`src/rtl/types_pkg.sv`:
```
// Shared types and default timing constants for the frame-grabber / detector
// loopback emulator.
package types_pkg;
   localparam int CLOCK_PERIOD_NS       = 5;
   localparam int FG_PERIOD_DEFAULT     = 2_000_000;
   localparam int FG_OPTO_LEN_DEFAULT   = 200;
   localparam int FG_OPEN_DELAY_DEFAULT = 20_000;
   localparam int FG_OPEN_LEN_DEFAULT   = 1_000_000;
   localparam int DET_PROLONG_DEFAULT   = 1_280_000;

   typedef enum logic [2:0] {
      FG_IDLE,
      FG_OPTO,
      FG_GAP,
      FG_OPEN,
      FG_TAIL
   } fg_emu_state_t;

   typedef enum logic {
      DET_READY,
      DET_BUSY
   } det_emu_state_t;
endpackage

```
`src/rtl/detector_busy_model.sv`:
```
// Detector emulation: trigger edge detect, ready/busy FSM with prolong
// down-counter, accepted and missed trigger counters.
//
// state     | meaning
// DET_READY | accepting triggers, detector_ready high
// DET_BUSY  | prolong counter running, triggers counted as missed
module detector_busy_model
   import types_pkg::*;
#(
   parameter int CNT_W           = 32,
   parameter int DET_PROLONG_CYC = DET_PROLONG_DEFAULT
) (
   input  logic        clock,
   input  logic        reset_signal,
   input  logic        trigger_in,
   output logic        detector_ready,
   output logic [15:0] trigger_count,
   output logic [15:0] missed_count
);
   localparam logic [CNT_W-1:0] BUSY_LOAD = CNT_W'(DET_PROLONG_CYC - 1);

   det_emu_state_t   det_state_q, det_state_d;
   logic [CNT_W-1:0] busy_cnt_q, busy_cnt_d;
   logic             trig_prev_q, trig_prev_d;
   logic             ready_q, ready_d;
   logic [15:0]      trig_cnt_q, trig_cnt_d;
   logic [15:0]      miss_cnt_q, miss_cnt_d;
   logic             trig_edge;

   always_comb begin
      det_state_d = det_state_q;
      busy_cnt_d  = busy_cnt_q;
      ready_d     = ready_q;
      trig_cnt_d  = trig_cnt_q;
      miss_cnt_d  = miss_cnt_q;
      trig_prev_d = trigger_in;
      trig_edge   = trigger_in & ~trig_prev_q;
      case (det_state_q)
         DET_READY: begin
            if (trig_edge) begin
               det_state_d = DET_BUSY;
               busy_cnt_d  = BUSY_LOAD;
               ready_d     = 1'b0;
               trig_cnt_d  = trig_cnt_q + 16'd1;
            end
         end
         DET_BUSY: begin
            // the terminal-count cycle still belongs to the busy window
            if (trig_edge && (miss_cnt_q != 16'hFFFF))
               miss_cnt_d = miss_cnt_q + 16'd1;
            if (busy_cnt_q == '0) begin
               det_state_d = DET_READY;
               ready_d     = 1'b1;
            end else begin
               busy_cnt_d = busy_cnt_q - 1'b1;
            end
         end
         default: begin
            det_state_d = DET_READY;
            ready_d     = 1'b1;
         end
      endcase
   end

   always_ff @(posedge clock or posedge reset_signal) begin
      if (reset_signal) begin
         det_state_q <= DET_READY;
         busy_cnt_q  <= '0;
         trig_prev_q <= 1'b1;
         ready_q     <= 1'b1;
         trig_cnt_q  <= '0;
         miss_cnt_q  <= '0;
      end else begin
         det_state_q <= det_state_d;
         busy_cnt_q  <= busy_cnt_d;
         trig_prev_q <= trig_prev_d;
         ready_q     <= ready_d;
         trig_cnt_q  <= trig_cnt_d;
         miss_cnt_q  <= miss_cnt_d;
      end
   end

   assign detector_ready = ready_q;
   assign trigger_count  = trig_cnt_q;
   assign missed_count   = miss_cnt_q;
endmodule

```
`src/rtl/fg_detector_emulator.sv`:
```
// Far-end responder for the calibration scenario FSMs: periodic frame-grabber
// strobe and exposure window, plus the detector busy model.
//
// state   | meaning
// FG_IDLE | disabled, outputs low
// FG_OPTO | fg_opto strobe at frame start
// FG_GAP  | waiting for exposure window
// FG_OPEN | fg_open window active
// FG_TAIL | remainder of frame period
module fg_detector_emulator
   import types_pkg::*;
#(
   parameter int FG_PERIOD_CYC     = FG_PERIOD_DEFAULT,
   parameter int FG_OPTO_LEN       = FG_OPTO_LEN_DEFAULT,
   parameter int FG_OPEN_DELAY_CYC = FG_OPEN_DELAY_DEFAULT,
   parameter int FG_OPEN_LEN       = FG_OPEN_LEN_DEFAULT,
   parameter int DET_PROLONG_CYC   = DET_PROLONG_DEFAULT,
   parameter int CNT_W             = 32
) (
   input  logic        clock,
   input  logic        reset_signal,
   input  logic        enable,
   input  logic        trigger_in,
   output logic        fg_opto,
   output logic        fg_open,
   output logic        detector_ready,
   output logic [15:0] trigger_count,
   output logic [15:0] missed_count
);
   localparam logic [CNT_W-1:0] OPTO_END   = CNT_W'(FG_OPTO_LEN - 1);
   localparam logic [CNT_W-1:0] GAP_END    = CNT_W'(FG_OPEN_DELAY_CYC - 1);
   localparam logic [CNT_W-1:0] OPEN_END   = CNT_W'(FG_OPEN_DELAY_CYC + FG_OPEN_LEN - 1);
   localparam logic [CNT_W-1:0] PERIOD_END = CNT_W'(FG_PERIOD_CYC - 1);

   localparam bit PARAMS_OK = (FG_OPTO_LEN >= 1) && (FG_OPEN_DELAY_CYC >= 1) &&
                              (FG_OPEN_LEN >= 1) && (FG_PERIOD_CYC >= 1) &&
                              (DET_PROLONG_CYC >= 1) &&
                              (FG_OPTO_LEN < FG_OPEN_DELAY_CYC) &&
                              (FG_OPEN_DELAY_CYC + FG_OPEN_LEN < FG_PERIOD_CYC);

   param_check: assert property (@(posedge clock) PARAMS_OK);

   fg_emu_state_t    fg_state_q, fg_state_d;
   logic [CNT_W-1:0] p_q, p_d;
   logic             fg_opto_q, fg_opto_d;
   logic             fg_open_q, fg_open_d;

   always_comb begin
      fg_state_d = fg_state_q;
      p_d        = p_q + 1'b1;
      fg_opto_d  = fg_opto_q;
      fg_open_d  = fg_open_q;
      if (!enable) begin
         // abort the frame outright; no partial window completion
         fg_state_d = FG_IDLE;
         p_d        = '0;
         fg_opto_d  = 1'b0;
         fg_open_d  = 1'b0;
      end else begin
         case (fg_state_q)
            FG_IDLE: begin
               fg_state_d = FG_OPTO;
               p_d        = '0;
               fg_opto_d  = 1'b1;
            end
            FG_OPTO: if (p_q == OPTO_END) begin
               fg_state_d = FG_GAP;
               fg_opto_d  = 1'b0;
            end
            FG_GAP: if (p_q == GAP_END) begin
               fg_state_d = FG_OPEN;
               fg_open_d  = 1'b1;
            end
            FG_OPEN: if (p_q == OPEN_END) begin
               fg_state_d = FG_TAIL;
               fg_open_d  = 1'b0;
            end
            FG_TAIL: if (p_q == PERIOD_END) begin
               fg_state_d = FG_OPTO;
               p_d        = '0;
               fg_opto_d  = 1'b1;
            end
            default: begin
               fg_state_d = FG_IDLE;
               p_d        = '0;
               fg_opto_d  = 1'b0;
               fg_open_d  = 1'b0;
            end
         endcase
      end
   end

   always_ff @(posedge clock or posedge reset_signal) begin
      if (reset_signal) begin
         fg_state_q <= FG_IDLE;
         p_q        <= '0;
         fg_opto_q  <= 1'b0;
         fg_open_q  <= 1'b0;
      end else begin
         fg_state_q <= fg_state_d;
         p_q        <= p_d;
         fg_opto_q  <= fg_opto_d;
         fg_open_q  <= fg_open_d;
      end
   end

   assign fg_opto = fg_opto_q;
   assign fg_open = fg_open_q;

   detector_busy_model #(
      .CNT_W           (CNT_W),
      .DET_PROLONG_CYC (DET_PROLONG_CYC)
   ) u_det (
      .clock          (clock),
      .reset_signal   (reset_signal),
      .trigger_in     (trigger_in),
      .detector_ready (detector_ready),
      .trigger_count  (trigger_count),
      .missed_count   (missed_count)
   );
endmodule
```
`config.mk`:
```
export PLATFORM = sky130hd
export DESIGN_NAME = fg_detector_emulator
export DESIGN_NICKNAME = d
export VERILOG_FILES = /design/src/rtl/types_pkg.sv /design/src/rtl/detector_busy_model.sv /design/src/rtl/fg_detector_emulator.sv
export SDC_FILE = /design/constraint.sdc
export NUM_CORES = 1
export LEC_CHECK = 0
export ABC_CLOCK_PERIOD_IN_PS = 3200
export BUFFER_PORTS_ARGS = -buffer_cell sky130_fd_sc_hd__buf_2
export CORE_UTILIZATION = 35
export DETAILED_ROUTE_END_ITERATION = 16
export SKIP_CTS_REPAIR_TIMING = 1
export SLEW_MARGIN = 10
export SYNTH_ARGS = -nofsm -noshare
export SYNTH_HDL_FRONTEND = slang
export SYNTH_SLANG_ARGS = --single-unit
```
`constraint.sdc`:
```
create_clock -name clock -period 3.2 [get_ports clock]
set_clock_uncertainty 0.1 [all_clocks]
set_input_delay 0.16 -clock clock [delete_from_list [all_inputs] [get_ports clock]]
set_output_delay 0.16 -clock clock [all_outputs]
set_load 0.1 [all_outputs]
```
==> results.cfg <==
[worst_setup_path]
cpMaxStageDelayCell = or4_1
crit_family = simple AND/OR/NAND/NOR gates
reg2reg_to = u_det.busy_cnt_q[5]
r2r_slack_ns = 0.41
r2r_start = u_det.busy_cnt_q[24]
critical_path_class = reg -> reg
crit_required_ns = 3.29
ff2ff_path_depth = 5
crit_buf_inv = 0
max_stage_delay_ns = 0.64
endpoint_kind = flop
critPathMaxFanout = 15
path_cells = or4_1 > nor4b_2 > a31oi_1 > a311oi_1 > a41oi_1
arrival_ns = 2.87
critPathLaunchType = flop

[min_path]
hp-class = in -> reg
holdPathStages = 2
hold_start = enable
hold_end = p_q[12]

[detailed_routing]
drt_iter0_drc = 246
route.detailed.vias_per_inst = 5.58
firstDrtPassIters = 4
drt_wl_total_mm = 11.7
drc = 0
ant_nets = 0
routedWlPerCell_um = 15.2
dr_total_vias = 4306

[grt]
grt-ovfl-total = 0
grt_usage_pct = 15.7
antenna_found_initial = 0
grt_pass1_wl_mm = 20.4
grt_pass1_vias = 4165
grt_max_degree = 64

[clock_tree]
cts_sinks = 104
cts_made_buffers = 9
cts_tree = built
clockRootBuffer = clkbuf_16
clk_path_buf_depth = 2
clk_pin_slew_worst_paths_ns = 0.08
clk_latency_ns = 0.36
htreeDepth = 3

[synth]
ys_ff_latch = 104
avgSynthCellArea_um2 = 9.97
netlist_area_um2 = 5460
synthFlopType = dfrtp_1
yosysWarnings = 0
seq_area_frac_synth_pct = 47.8
async_reset_ff_share_pct = 100
synth_edf_count = 0
yosys.cell_types.count = 51
syn-num-nets = 555
synthCells = 547

[power]
switchingPower_w = 0.00125
switching_share_pct = 36.5
power_frac_comb_pct = 21.5
p_leak_nw = 2.43
internal-power_w = 0.00217
ir_drop_v = 0.000602
p_per_area_nw_per_um2 = 557
seq_power_share_pct = 46.0
clkPwrFrac_pct = 32.4
power.total_w = 0.00343

[timing]
relSlewSlack_pct = 19.8
tightest_slew_ns = 1.20
finalCriticalPeriod_ns = 2.79
slew_violations = 0
rsz0062_at_grt = false
max_freq_mhz = 359
hold_viol = 0
fin_tns_setup_ns = 0
period_share_pct = 87.1
setup_violations = 0

[die]
ios = 39
fp.dieW_um = 127
fp.dieH_um = 127
coreArea_um2 = 15200
core.rowCount = 45
dieArea_um2 = 16100
start_util_pct = 35.9

[placed_design]
numPortBuffers = 38
hpwl_mm = 8.08
gp_congestion = 0.859

[finish]
drive_gt1_share_pct = 13.0
num-fill-cells = 1484
fin_nets = 586
synthToLayoutAreaGrowth_pct = 12.7
antenna_cells = 0

[outcome]
outcome = finished clean

[run]
cap_violations = 0
kinds of logic after synthesis:
family | synth area share (%)
xor+xnor | 9.95
mux | 2.98
buf+inv | 2.87
flops | 47.8
compound gates | 7.00
fa+ha+maj | 0.917
simple gates | 28.5
power by group through the flow:
stage | Clock [W] | Sequential [W] | Combinational (W)
finish | 0.00111 | 0.00158 | 0.000738
global route | 0.00120 | 0.00160 | 0.000811
CTS | 0.00115 | 0.00158 | 0.000747
detailed placement | 0 | 0.00160 | 0.000747
global placement | 0 | 0.00159 | 0.000732
floorplan | 0 | 0.00186 | 0.000327
how the worst max path moves through the flow:
stage | from | depth (start not counted) | slack, ns | end
2_1_floorplan | reset_signal | 1 | 0.21 | fg_open
5_1_grt | p_q[21] | 6 | 0.21 | p_q[26]
6_report | u_det.busy_cnt_q[24] | 5 | 0.41 | u_det.busy_cnt_q[5]
3_3_place_gp | u_det.busy_cnt_q[25] | 5 | 0.54 | u_det.busy_cnt_q[11]
3_5_place_dp | u_det.busy_cnt_q[24] | 5 | 0.43 | u_det.busy_cnt_q[5]
4_1_cts | u_det.busy_cnt_q[24] | 5 | 0.43 | u_det.busy_cnt_q[5]
cell usage in the layout, fill, tap and decap left out, drive strengths merged, types with 6 or more instances in the layout:
cell type | netlist | routed
a211oi | 6 | 6
a21oi | 6 | 6
a31oi | 7 | 7
and3 | 10 | 10
and4 | 7 | 7
buf | 4 | 43
clkbuf | 21 | 9
dfrtp | 102 | 102
inv | 14 | 20
mux2i | 14 | 14
nand2 | 46 | 46
nand3 | 31 | 31
nand4 | 26 | 26
nor2 | 35 | 35
nor3 | 33 | 33
nor3b | 33 | 33
nor4 | 10 | 10
o21ai | 6 | 6
or3 | 8 | 8
or4 | 9 | 9
xnor2 | 51 | 51
xor2 | 11 | 11
metrics by stage:
stage | hold WS, ns | util, % | setup WS (ns) | cells | cell area, um2
2_1_floorplan | 0.0645 | - | 0.211 | 547 | 5460
3_3_place_gp | 0.199 | 38.4 | 0.538 | 753 | 5830
3_5_place_dp | 0.198 | 38.4 | 0.435 | 753 | 5830
4_1_cts | -0.187 | 40.3 | 0.426 | 769 | 6130
5_1_grt | 0.245 | 40.4 | 0.215 | 771 | 6150
6_report | 0.213 | 40.4 | 0.413 | 771 | 6150
sequential cells by signal, summed over array words and instances (netlist names):
register              cells
u_det.busy_cnt_q         32
u_det.detector_ready      1
u_det.det_state_q         1
p_q                      32
fg_open                   1
fg_state_q                3
u_det.trig_prev_q         1
fg_opto                   1
u_det.trigger_count      16
u_det.missed_count       16
synthesized netlist by cell type, types with 11 or more instances:
| master | count | share of area [%] |
|---|---|---|
| nor3b_1 | 33 | 4.5 |
| xor2_1 | 11 | 1.8 |
| xnor2_1 | 51 | 8.2 |
| nor2_1 | 35 | 2.4 |
| nand4_1 | 26 | 3.0 |
| mux2i_1 | 14 | 2.6 |
| nand3_1 | 31 | 2.8 |
| nor3_1 | 30 | 2.8 |
| clkbuf_1 | 21 | 1.4 |
| nand2_1 | 46 | 3.2 |
| inv_1 | 14 | 0.96 |
| dfrtp_1 | 102 | 47 |
worst register-to-register path: stages (launching register included):
cell	delay, ns
dfrtp_1	0.42
or4_1	0.64
nor4b_2	0.47
a31oi_1	0.50
a311oi_1	0.42
a41oi_1	0.07
area by class of cell:
| type | instances | area [um2] | share of cell area, % |
|---|---|---|---|
| clock buffer | 9 | 225 | 3.66 |
| clock inverter | 7 | 66.3 | 1.08 |
| sequential | 104 | 2610 | 42.4 |
| timing repair buffer | 45 | 260 | 4.23 |
| inverter | 14 | 55.1 | 0.896 |
| multi-input combinational | 404 | 2700 | 43.9 |
| tap | 188 | 235 | 3.83 |
layer usage:
layer  wire, um  global-route usage (%)
met4        135                    4.62
met5          0                       0
met3        452                    4.30
met1       5410                    19.8
met2       5740                    26.4
Power figures use the tool's default switching activity.
